<file path="src/rtl/trap_ctrl.sv">
// Trap sequencer: arbitrates exceptions, MRET and interrupts, drives the CSR trap/xret update
// pulses and redirects the front end. Single hart, M/U only.
module trap_ctrl #(
    parameter int unsigned XLEN     = 64,
    parameter int unsigned ALEN     = 64,
    parameter int unsigned INTR_LEN = 32
) (
    input  logic                clk,
    input  logic                rst,
    input  logic                exc_valid,
    input  logic [3:0]          exc_cause,
    input  logic [ALEN-1:0]     exc_pc,
    input  logic [XLEN-1:0]     exc_tval,
    input  logic                mret_valid,
    input  logic [ALEN-1:0]     next_pc,
    input  logic                quiescent,
    input  logic [1:0]          privilege_mode,
    input  logic [XLEN-1:0]     mstatus,
    input  logic [INTR_LEN-1:0] mie,
    input  logic [INTR_LEN-1:0] mip,
    input  logic [XLEN-1:0]     mtvec,
    input  logic [ALEN-1:0]     mepc,
    output logic                trap_do_update,
    output logic [XLEN-1:0]     trap_mcause,
    output logic [ALEN-1:0]     trap_mepc,
    output logic [XLEN-1:0]     trap_mtval,
    output logic                xret_do_update,
    output logic                xret_completing,
    output logic [XLEN-1:0]     xret_new_mstatus,
    output logic [1:0]          xret_new_privilege_mode,
    output logic                redirect_valid,
    output logic [ALEN-1:0]     redirect_pc,
    output logic                stall
);

    localparam int unsigned IdW = 8;

    typedef enum logic [2:0] {
        StIdle,
        StWaitQ,
        StTrap,
        StXret,
        StRedirect
    } state_e;

    state_e              r_state;
    state_e              w_state_nxt;

    logic                r_trap_do_update;
    logic [XLEN-1:0]     r_trap_mcause;
    logic [ALEN-1:0]     r_trap_mepc;
    logic [XLEN-1:0]     r_trap_mtval;
    logic                r_xret_do_update;
    logic                r_xret_completing;
    logic [XLEN-1:0]     r_xret_mstatus;
    logic [1:0]          r_xret_priv;
    logic                r_redirect_valid;
    logic [ALEN-1:0]     r_redirect_pc;
    logic                r_stall;

    logic [XLEN-1:0]     w_trap_mcause_nxt;
    logic [ALEN-1:0]     w_trap_mepc_nxt;
    logic [XLEN-1:0]     w_trap_mtval_nxt;
    logic                w_xret_completing_nxt;
    logic [XLEN-1:0]     w_xret_mstatus_nxt;
    logic [1:0]          w_xret_priv_nxt;
    logic [ALEN-1:0]     w_redirect_pc_nxt;

    logic [INTR_LEN-1:0] w_pend;
    logic                w_irq_found;
    logic [IdW-1:0]      w_irq_id;
    logic                w_irq_gen;
    logic                w_irq_take;
    logic [XLEN-1:0]     w_irq_mcause;
    logic [XLEN-1:0]     w_xret_mstatus;
    logic [ALEN-1:0]     w_mtvec_a;
    logic [ALEN-1:0]     w_tvec_base;
    logic [ALEN-1:0]     w_tvec_off;
    logic [ALEN-1:0]     w_trap_target;
    logic                w_unused_pend;

    // Fixed priority MEI > MSI > MTI, then platform bits lowest index first.
    always_comb begin
        w_pend      = mie & mip;
        w_irq_found = 1'b0;
        w_irq_id    = '0;
        if (w_pend[11]) begin
            w_irq_found = 1'b1;
            w_irq_id    = IdW'(11);
        end else if (w_pend[3]) begin
            w_irq_found = 1'b1;
            w_irq_id    = IdW'(3);
        end else if (w_pend[7]) begin
            w_irq_found = 1'b1;
            w_irq_id    = IdW'(7);
        end else begin
            for (int i = INTR_LEN - 1; i >= 16; i--) begin
                if (w_pend[i]) begin
                    w_irq_found = 1'b1;
                    w_irq_id    = IdW'(i);
                end
            end
        end
    end

    assign w_unused_pend = &{1'b0, w_pend};

    assign w_irq_gen  = (privilege_mode < 2'd3) || mstatus[3];
    assign w_irq_take = w_irq_found && w_irq_gen;

    always_comb begin
        w_irq_mcause              = '0;
        w_irq_mcause[IdW-1:0]     = w_irq_id;
        w_irq_mcause[XLEN-1]      = 1'b1;
    end

    always_comb begin
        w_xret_mstatus        = mstatus;
        w_xret_mstatus[3]     = mstatus[7];
        w_xret_mstatus[7]     = 1'b1;
        w_xret_mstatus[12:11] = 2'b00;
    end

    // Vectored mode applies only to interrupts; the latched mcause says which kind this was.
    assign w_mtvec_a     = ALEN'(mtvec);
    assign w_tvec_base   = {w_mtvec_a[ALEN-1:2], 2'b00};
    assign w_tvec_off    = ALEN'(r_trap_mcause[IdW-1:0]) << 2;
    assign w_trap_target = ((w_mtvec_a[1:0] == 2'b01) && r_trap_mcause[XLEN-1])
                         ? (w_tvec_base + w_tvec_off) : w_tvec_base;

    always_comb begin
        w_state_nxt           = r_state;
        w_trap_mcause_nxt     = r_trap_mcause;
        w_trap_mepc_nxt       = r_trap_mepc;
        w_trap_mtval_nxt      = r_trap_mtval;
        w_xret_mstatus_nxt    = r_xret_mstatus;
        w_xret_priv_nxt       = r_xret_priv;
        w_redirect_pc_nxt     = r_redirect_pc;
        w_xret_completing_nxt = 1'b0;

        unique case (r_state)
            StIdle: begin
                if (exc_valid) begin
                    w_trap_mcause_nxt = XLEN'(exc_cause);
                    w_trap_mepc_nxt   = exc_pc;
                    w_trap_mtval_nxt  = exc_tval;
                    w_state_nxt       = StTrap;
                end else if (mret_valid) begin
                    w_xret_mstatus_nxt = w_xret_mstatus;
                    w_xret_priv_nxt    = mstatus[12:11];
                    w_state_nxt        = StXret;
                end else if (w_irq_take) begin
                    if (quiescent) begin
                        w_trap_mcause_nxt = w_irq_mcause;
                        w_trap_mepc_nxt   = next_pc;
                        w_trap_mtval_nxt  = '0;
                        w_state_nxt       = StTrap;
                    end else begin
                        w_state_nxt = StWaitQ;
                    end
                end
            end
            StWaitQ: begin
                if (quiescent) begin
                    if (w_irq_take) begin
                        w_trap_mcause_nxt = w_irq_mcause;
                        w_trap_mepc_nxt   = next_pc;
                        w_trap_mtval_nxt  = '0;
                        w_state_nxt       = StTrap;
                    end else begin
                        w_state_nxt = StIdle;
                    end
                end
            end
            StTrap: begin
                w_redirect_pc_nxt = w_trap_target;
                w_state_nxt       = StRedirect;
            end
            StXret: begin
                w_redirect_pc_nxt     = mepc;
                w_xret_completing_nxt = 1'b1;
                w_state_nxt           = StRedirect;
            end
            StRedirect: begin
                // An interrupt visible now is taken before the redirect target executes.
                if (w_irq_take) begin
                    w_trap_mcause_nxt     = w_irq_mcause;
                    w_trap_mepc_nxt       = r_redirect_pc;
                    w_trap_mtval_nxt      = '0;
                    w_xret_completing_nxt = r_xret_completing;
                    w_state_nxt           = StTrap;
                end else begin
                    w_state_nxt = StIdle;
                end
            end
            default: begin
                w_state_nxt = StIdle;
            end
        endcase
    end

    always_ff @(posedge clk) begin
        if (!rst) begin
            r_state           <= StIdle;
            r_trap_do_update  <= 1'b0;
            r_trap_mcause     <= '0;
            r_trap_mepc       <= '0;
            r_trap_mtval      <= '0;
            r_xret_do_update  <= 1'b0;
            r_xret_completing <= 1'b0;
            r_xret_mstatus    <= '0;
            r_xret_priv       <= 2'b00;
            r_redirect_valid  <= 1'b0;
            r_redirect_pc     <= '0;
            r_stall           <= 1'b0;
        end else begin
            r_state           <= w_state_nxt;
            r_trap_do_update  <= (w_state_nxt == StTrap);
            r_trap_mcause     <= w_trap_mcause_nxt;
            r_trap_mepc       <= w_trap_mepc_nxt;
            r_trap_mtval      <= w_trap_mtval_nxt;
            r_xret_do_update  <= (w_state_nxt == StXret);
            r_xret_completing <= w_xret_completing_nxt;
            r_xret_mstatus    <= w_xret_mstatus_nxt;
            r_xret_priv       <= w_xret_priv_nxt;
            r_redirect_valid  <= (w_state_nxt == StRedirect);
            r_redirect_pc     <= w_redirect_pc_nxt;
            r_stall           <= (w_state_nxt != StIdle);
        end
    end

    assign trap_do_update          = r_trap_do_update;
    assign trap_mcause             = r_trap_mcause;
    assign trap_mepc               = r_trap_mepc;
    assign trap_mtval              = r_trap_mtval;
    assign xret_do_update          = r_xret_do_update;
    assign xret_completing         = r_xret_completing;
    assign xret_new_mstatus        = r_xret_mstatus;
    assign xret_new_privilege_mode = r_xret_priv;
    assign redirect_valid          = r_redirect_valid;
    assign redirect_pc             = r_redirect_pc;
    assign stall                   = r_stall;

endmodule

</file>
<file path="config.mk">
export PLATFORM = sky130hd
export DESIGN_NAME = trap_ctrl
export DESIGN_NICKNAME = d
export VERILOG_FILES = /design/src/rtl/trap_ctrl.sv
export SDC_FILE = /design/constraint.sdc
export NUM_CORES = 1
export LEC_CHECK = 0
export BUFFER_PORTS_ARGS = -buffer_cell sky130_fd_sc_hd__buf_2
export CORE_AREA = 2 2 310 312
export DETAILED_ROUTE_END_ITERATION = 7
export DIE_AREA = 0 0 312 314
export PLACE_DENSITY_LB_ADDON = 0.2
export SYNTH_ARGS = -nofsm -noshare
export SYNTH_HDL_FRONTEND = slang
export SYNTH_SLANG_ARGS = --single-unit
</file>
<file path="constraint.sdc">
create_clock -name clk -period 2.7 [get_ports clk]
set_input_delay 0.54 -clock clk [delete_from_list [all_inputs] [get_ports clk]]
set_output_delay 0.54 -clock clk [all_outputs]
set_load 0.05 [all_outputs]
</file>
**After elaboration in Yosys (flattened, before gate mapping)**

Cells that the tools add are included.

- Word-level logic and storage cells: 113
- Flip-flop bits (word level): 328
- Bits of input ports: 459

- Muxes and demuxes: 71
- Bitwise gates (word level): 2
- $lt $le $gt $ge: 1
- Reductions and logical operators: 11
- Equal/unequal tests: 15
- $add $sub $neg: 1

Operators with widths:

| operator | count |
|---|---|
| $mux 64 | 20 |
| $pmux 64 s3 | 3 |
| $mux 8 | 18 |
| $pmux 64 s2 | 1 |
| $add 64x10->64 | 1 |
| $and 32x32->32 | 1 |
| $mux 1 | 20 |
| $eq 3x2->1 const B | 4 |
| $mux 3 | 4 |
| $pmux 3 s4 | 1 |
| $ne 3x3->1 const B | 3 |
| $ne 2x2->1 const B | 4 |
| $reduce_and 7->1 | 1 |
| $eq 3x3->1 const B | 2 |
| $reduce_bool 3->1 | 2 |
| $mux 5 | 1 |
| $reduce_and 5->1 | 1 |
| $mux 2 | 2 |
| $eq 3x1->1 const B | 1 |
| $logic_not 3->1 | 1 |
| $reduce_and 3->1 | 1 |
| $eq 2x1->1 const B | 1 |
| $logic_and 1x1->1 | 2 |
| $lt 2x2->1 const B | 1 |
| other kinds (5) | 5 |

**Logic depth before layout (Yosys ltp)**

- Depth after elaboration: 26
- Depth in mapped cells: 10

**Worst setup path before layout**

Ideal clock, no wire load.

- Kind: flip-flop to flip-flop
- Start: register r_trap_mcause[0], in the netlist trap_mcause[0]
- End: register r_redirect_pc[36], in the netlist redirect_pc[36]
- Stages on the path, launching flop included: 10
- Library setup time: 0.076 ns
- Arrival time: 2.614 ns
- Path slack: 0.010 ns
- Cells stage by stage: dfxtp_1 > ha_1 > inv_1 > fa_1 > nor2b_1 > o31a_1 > nor2_1 > or4_1 > xor2_1 > o22ai_1

- Cells in the longest elaborated chain, start to end: 3

RTL lines:

| what | line | source |
|---|---|---|
| start: declaration | 50 | `logic [XLEN-1:0] r_trap_mcause;` |
| start signal: assignment | 219 | `r_trap_mcause <= w_trap_mcause_nxt;` |
| $add 64x10->64 | 129 | `? (w_tvec_base + w_tvec_off) : w_tvec_base;` |
| $mux 64 | 129 |  |
| $pmux 64 s2 | 141 | `unique case (r_state)` |
| end signal: assignment | 227 | `r_redirect_pc <= w_redirect_pc_nxt;` |
| end: declaration | 58 | `logic [ALEN-1:0] r_redirect_pc;` |

Every way passes these cells.
A chain may end at the register's enable or synchronous reset.

**Worst setup path after layout**

- Start: register r_trap_mcause[0], in the netlist trap_mcause[0]
- End: register r_redirect_pc[44], in the netlist redirect_pc[44]

Same word-level chain as after synthesis.

==> impl_metrics.prom <==
# TYPE chip_impl_metric gauge
chip_impl_info{name="status",value="complete, no violations"} 1
chip_impl_metric{name="setup-violations-final",unit=""} 0
chip_impl_metric{name="cts-root-to-sink-buffers",unit=""} 3
chip_impl_metric{name="hold_buffers",unit=""} 0
chip_impl_metric{name="synth_warnings",unit=""} 0
chip_impl_metric{name="final_min_period_over_clock_period",unit="%"} 92.90
chip_impl_metric{name="critical_path.max_fanout",unit=""} 14
chip_impl_metric{name="final_design_area_no_fill",unit="sq um"} 19210
chip_impl_metric{name="synthToLayoutAreaGrowth",unit="%"} 51.57
chip_impl_metric{name="vias_after_detailed_routing",unit=""} 14110
chip_impl_metric{name="synth_edf_count",unit=""} 0
chip_impl_metric{name="worst_slew_pin_slew",unit="ps"} 1006
chip_impl_info{name="worstHoldStart",value="exc_tval[38]"} 1
chip_impl_metric{name="max_cap_viol_count",unit=""} 0
chip_impl_metric{name="number_of_slew_limit_violations_in_the_final_report",unit=""} 0
chip_impl_metric{name="core_area",unit="sq um"} 94450
chip_impl_metric{name="slew_headroom",unit="%"} 32.72
chip_impl_metric{name="cts_made_buffers",unit=""} 37
chip_impl_metric{name="ant_nets",unit=""} 0
chip_impl_info{name="timing.critical_path.from_type",value="flop"} 1
chip_impl_metric{name="timing_limited_maximum_frequency",unit="MHz"} 398.7
chip_impl_metric{name="clk_pin_slew",unit="ps"} 60
chip_impl_metric{name="average_via_count_per_standard_cell",unit=""} 4.015
chip_impl_metric{name="globalRouteTotalUtil",unit="%"} 14.83
chip_impl_metric{name="ys_seq_elements",unit=""} 270
chip_impl_metric{name="hold_violations",unit=""} 0
chip_impl_metric{name="final-instance-count-excl-fill",unit=""} 3513
chip_impl_metric{name="fin_worst_skew",unit="ps"} 22.91
chip_impl_metric{name="synthesis.instances",unit=""} 1503
chip_impl_metric{name="drt_first_pass_iters",unit=""} 5
chip_impl_metric{name="worst_ir_drop_vdd",unit="mV"} 0.3695
chip_impl_metric{name="finalPower",unit="uW"} 18470
chip_impl_metric{name="synthesis.area_per_instance",unit="sq um"} 8.435
chip_impl_metric{name="placed_cells",unit=""} 3435
chip_impl_metric{name="area_after_dpl",unit="sq um"} 17920
chip_impl_info{name="grt_setup_unrepaired",value="no"} 1
chip_impl_metric{name="antenna_violations_before_repair",unit=""} 49
chip_impl_metric{name="drive_gt1_share",unit="%"} 40.05
chip_impl_metric{name="initial_utilization",unit="%"} 13.42
chip_impl_metric{name="place.gp.congestion",unit=""} 0.7806
chip_impl_metric{name="post-route-drc-count",unit=""} 0
chip_impl_info{name="clock-root-buffer",value="clkbuf_16"} 1
chip_impl_metric{name="cts.repair_timing.setup_buffer_count",unit=""} 0
chip_impl_metric{name="critical_path_required",unit="ps"} 3150
chip_impl_metric{name="fp.dieArea",unit="sq um"} 97970
chip_impl_info{name="setup.worst_path.class",value="flop to flop"} 1
chip_impl_metric{name="async_reset_ff_share",unit="%"} 0
chip_impl_metric{name="final_nets",unit=""} 2674
chip_impl_metric{name="period_needed",unit="ps"} 2508
chip_impl_metric{name="wire_length_of_the_first_global_routing_pass",unit="mm"} 105.6
chip_impl_metric{name="dp_hpwl",unit="mm"} 59.57
chip_impl_info{name="worst_path_max_delay_cell",value="fa_1"} 1
chip_impl_info{name="r2r_end",value="redirect_pc[44]$_SDFFE_PN0P_"} 1
chip_impl_metric{name="area_used_by_sequential_logic_in_the_layout",unit="sq um"} 5413
chip_impl_metric{name="synthesized_area",unit="sq um"} 12680
chip_impl_metric{name="place.port_buffers",unit=""} 699
chip_impl_info{name="crit_path_end_kind",value="flop"} 1
chip_impl_info{name="synthFlopType",value="dfxtp_1"} 1
chip_impl_info{name="cell_chain_of_the_critical_path",value="ha_4 > inv_1 > fa_1 > nor2b_2 > o31a_1 > o2111ai_2 > buf_12 > o21a_1 > o31ai_1 > o21ai_0"} 1
chip_impl_metric{name="die_height",unit="um"} 314
chip_impl_metric{name="area_of_combinational_cells_with_multiple_inputs",unit="sq um"} 6564
chip_impl_info{name="crit_reg_reg_startpoint",value="trap_mcause[0]$_SDFFE_PN0P_"} 1
chip_impl_metric{name="number_of_global_route_vias_before_repair",unit=""} 14100
chip_impl_info{name="end_of_the_worst_hold_path",value="trap_mtval[38]$_SDFFE_PN0P_"} 1
chip_impl_metric{name="cp_slowest_stage_delay",unit="ps"} 400
chip_impl_metric{name="boundary_pins",unit=""} 786
chip_impl_info{name="hold_path_class",value="input pin to flop"} 1
chip_impl_metric{name="synth_sequential_area_ratio",unit="%"} 42.64
chip_impl_metric{name="fill_cell_instance_count_of_the_final_layout",unit=""} 10750
chip_impl_metric{name="h_tree_level_count",unit=""} 2
chip_impl_metric{name="row_count",unit=""} 113
chip_impl_metric{name="wl_per_cell",unit="um"} 21.47
chip_impl_metric{name="worstRegToRegCells",unit=""} 10
chip_impl_metric{name="leakage_power",unit="uW"} 0.008623
chip_impl_metric{name="min_path_cells",unit=""} 2
chip_impl_metric{name="clock-sinks",unit=""} 270
chip_impl_metric{name="drt-initial-drc-count",unit=""} 701
chip_impl_metric{name="timing.hold.ws",unit="ps"} 163.2
chip_impl_metric{name="totalWireLength",unit="mm"} 75.42
chip_impl_metric{name="worstPathArrival",unit="ps"} 2960
chip_impl_metric{name="grt_start_max_net_pins",unit=""} 84
chip_impl_metric{name="clock_latency",unit="ps"} 580
chip_impl_metric{name="regToRegSetupSlack",unit="ps"} 190
chip_impl_metric{name="gr-total-overflow",unit=""} 0
chip_impl_metric{name="synth.lib_cells_used.distinct",unit=""} 66
chip_impl_metric{name="powerDensity",unit="nW/um^2"} 961.1
chip_impl_info{name="cts_tree",value="done"} 1
chip_impl_metric{name="fp.dieW",unit="um"} 312
Yosys cell counts (9+ instances only):
master,number,area (sq um)
nand3_1,30,150.1
nor4_2,10,125.1
xor2_1,11,96.34
xnor2_1,44,385.4
and3_1,45,281.5
nor4_1,9,56.30
dfxtp_1,270,5405
nand4_1,17,106.4
o211ai_1,9,67.56
nor2_1,106,397.9
nand2_1,253,949.7
o22ai_1,40,250.2
nor3_1,14,70.07
buf_2,20,100.1
inv_1,23,86.33
a21oi_1,120,600.6
a311oi_1,65,569.3
a22oi_1,73,548.0
a22o_1,66,578.1
buf_4,61,457.9
clkbuf_1,89,334.1
o21ai_0,22,110.1
sequential cells by signal, summed over array words and instances (netlist names), 2 cells and up:
register and cells:
r_state 3, redirect_pc 64, trap_mcause 6, trap_mepc 64, trap_mtval 64, xret_new_mstatus 62
xret_new_privilege_mode 2
through the flow:
stage / worst slack [ps] / setup TNS (ps) / utilization, %
after CTS: 33.28 / 0 / 20.28
after detailed placement: -221.8 / -5520 / 18.97
after global placement: -214.6 / -5883 / 18.97
after global routing: 62.19 / 0 / 20.33
after floorplan: 10.16 / 0 / -
final: 191.6 / 0 / 20.34
power by group:
part           leakage, uW  switching, uW  internal [uW]
Sequential         0.00221            676           4810
Clock             0.000615           2110           2980
Combinational      0.00579           5850           2030
Total              0.00862           8640           9820
cells by family (layout without fill, tap and decap cells):
family	Yosys count	in the layout	share of synthesized area, %
other	1	71	0.02958
AOI/OAI and AO/OA	444	444	24.83
muxes	4	4	0.3158
DFF	270	270	42.64
adders and majority gates	6	6	0.6514
xor gates and xnor gates	55	55	3.800
and+or+nand+nor	521	521	19.63
buffers and inverters	202	877	8.103
worst max-delay path, delay by kind of cell, from the launching register on:
family	cells	cell delay [ps]
fa+ha+maj	2	570
buf+inv	2	260
flops	1	370
compound gates	5	1000
simple gates	1	150
worst max path at each step:
stage          depth (start not counted)  slack (ps)                        start                      endpoint
3_5_place_dp                          11        -220                     mtvec[2]  redirect_pc[60]$_SDFFE_PN0P_
5_1_grt                               10          60  trap_mcause[0]$_SDFFE_PN0P_  redirect_pc[44]$_SDFFE_PN0P_
6_report                              10         190  trap_mcause[0]$_SDFFE_PN0P_  redirect_pc[44]$_SDFFE_PN0P_
2_1_floorplan                          9          10  trap_mcause[0]$_SDFFE_PN0P_  redirect_pc[36]$_SDFFE_PN0P_
3_3_place_gp                          11        -210                     mtvec[2]  redirect_pc[62]$_SDFFE_PN0P_
4_1_cts                               10          30  trap_mcause[0]$_SDFFE_PN0P_  redirect_pc[60]$_SDFFE_PN0P_
timing repair:
item	in CTS	in global routing
endpoints found under the setup margin	20	22
pin swaps	0	1
cloned	0	0
resized for setup	2	8
cells in the final DEF, fill, tap and decap left out, types with 44 or more instances in the layout:
| cell | instances |
|---|---|
| a22oi_1 | 73 |
| buf_2 | 699 |
| a22o_1 | 66 |
| and3_1 | 44 |
| a311oi_1 | 65 |
| buf_4 | 75 |
| conb_1 | 60 |
| xnor2_1 | 44 |
| a21oi_1 | 120 |
| nor2_1 | 105 |
| dfxtp_1 | 266 |
| nand2_1 | 252 |
cell type report:
| cell class | count | share of cell area, % |
|---|---|---|
| Antenna cell | 11 | 0.1433 |
| Clock buffer | 52 | 5.587 |
| Clock inverter | 15 | 0.8074 |
| Inverter | 24 | 0.5079 |
| Multi-Input combinational cell | 1090 | 34.16 |
| Sequential cell | 270 | 28.17 |
| Tap cell | 1265 | 8.237 |
| Timing Repair Buffer | 786 | 22.39 |
routing by layer:
metal	vias up	routed length [um]	track usage [%]
met4	54	1575	3.475
met3	127	6037	5.198
met5	-	334	0
met1	6593	31950	18.17
li1	6786	-	-
met2	545	35520	24.84
Power figures use the tool's default switching activity.
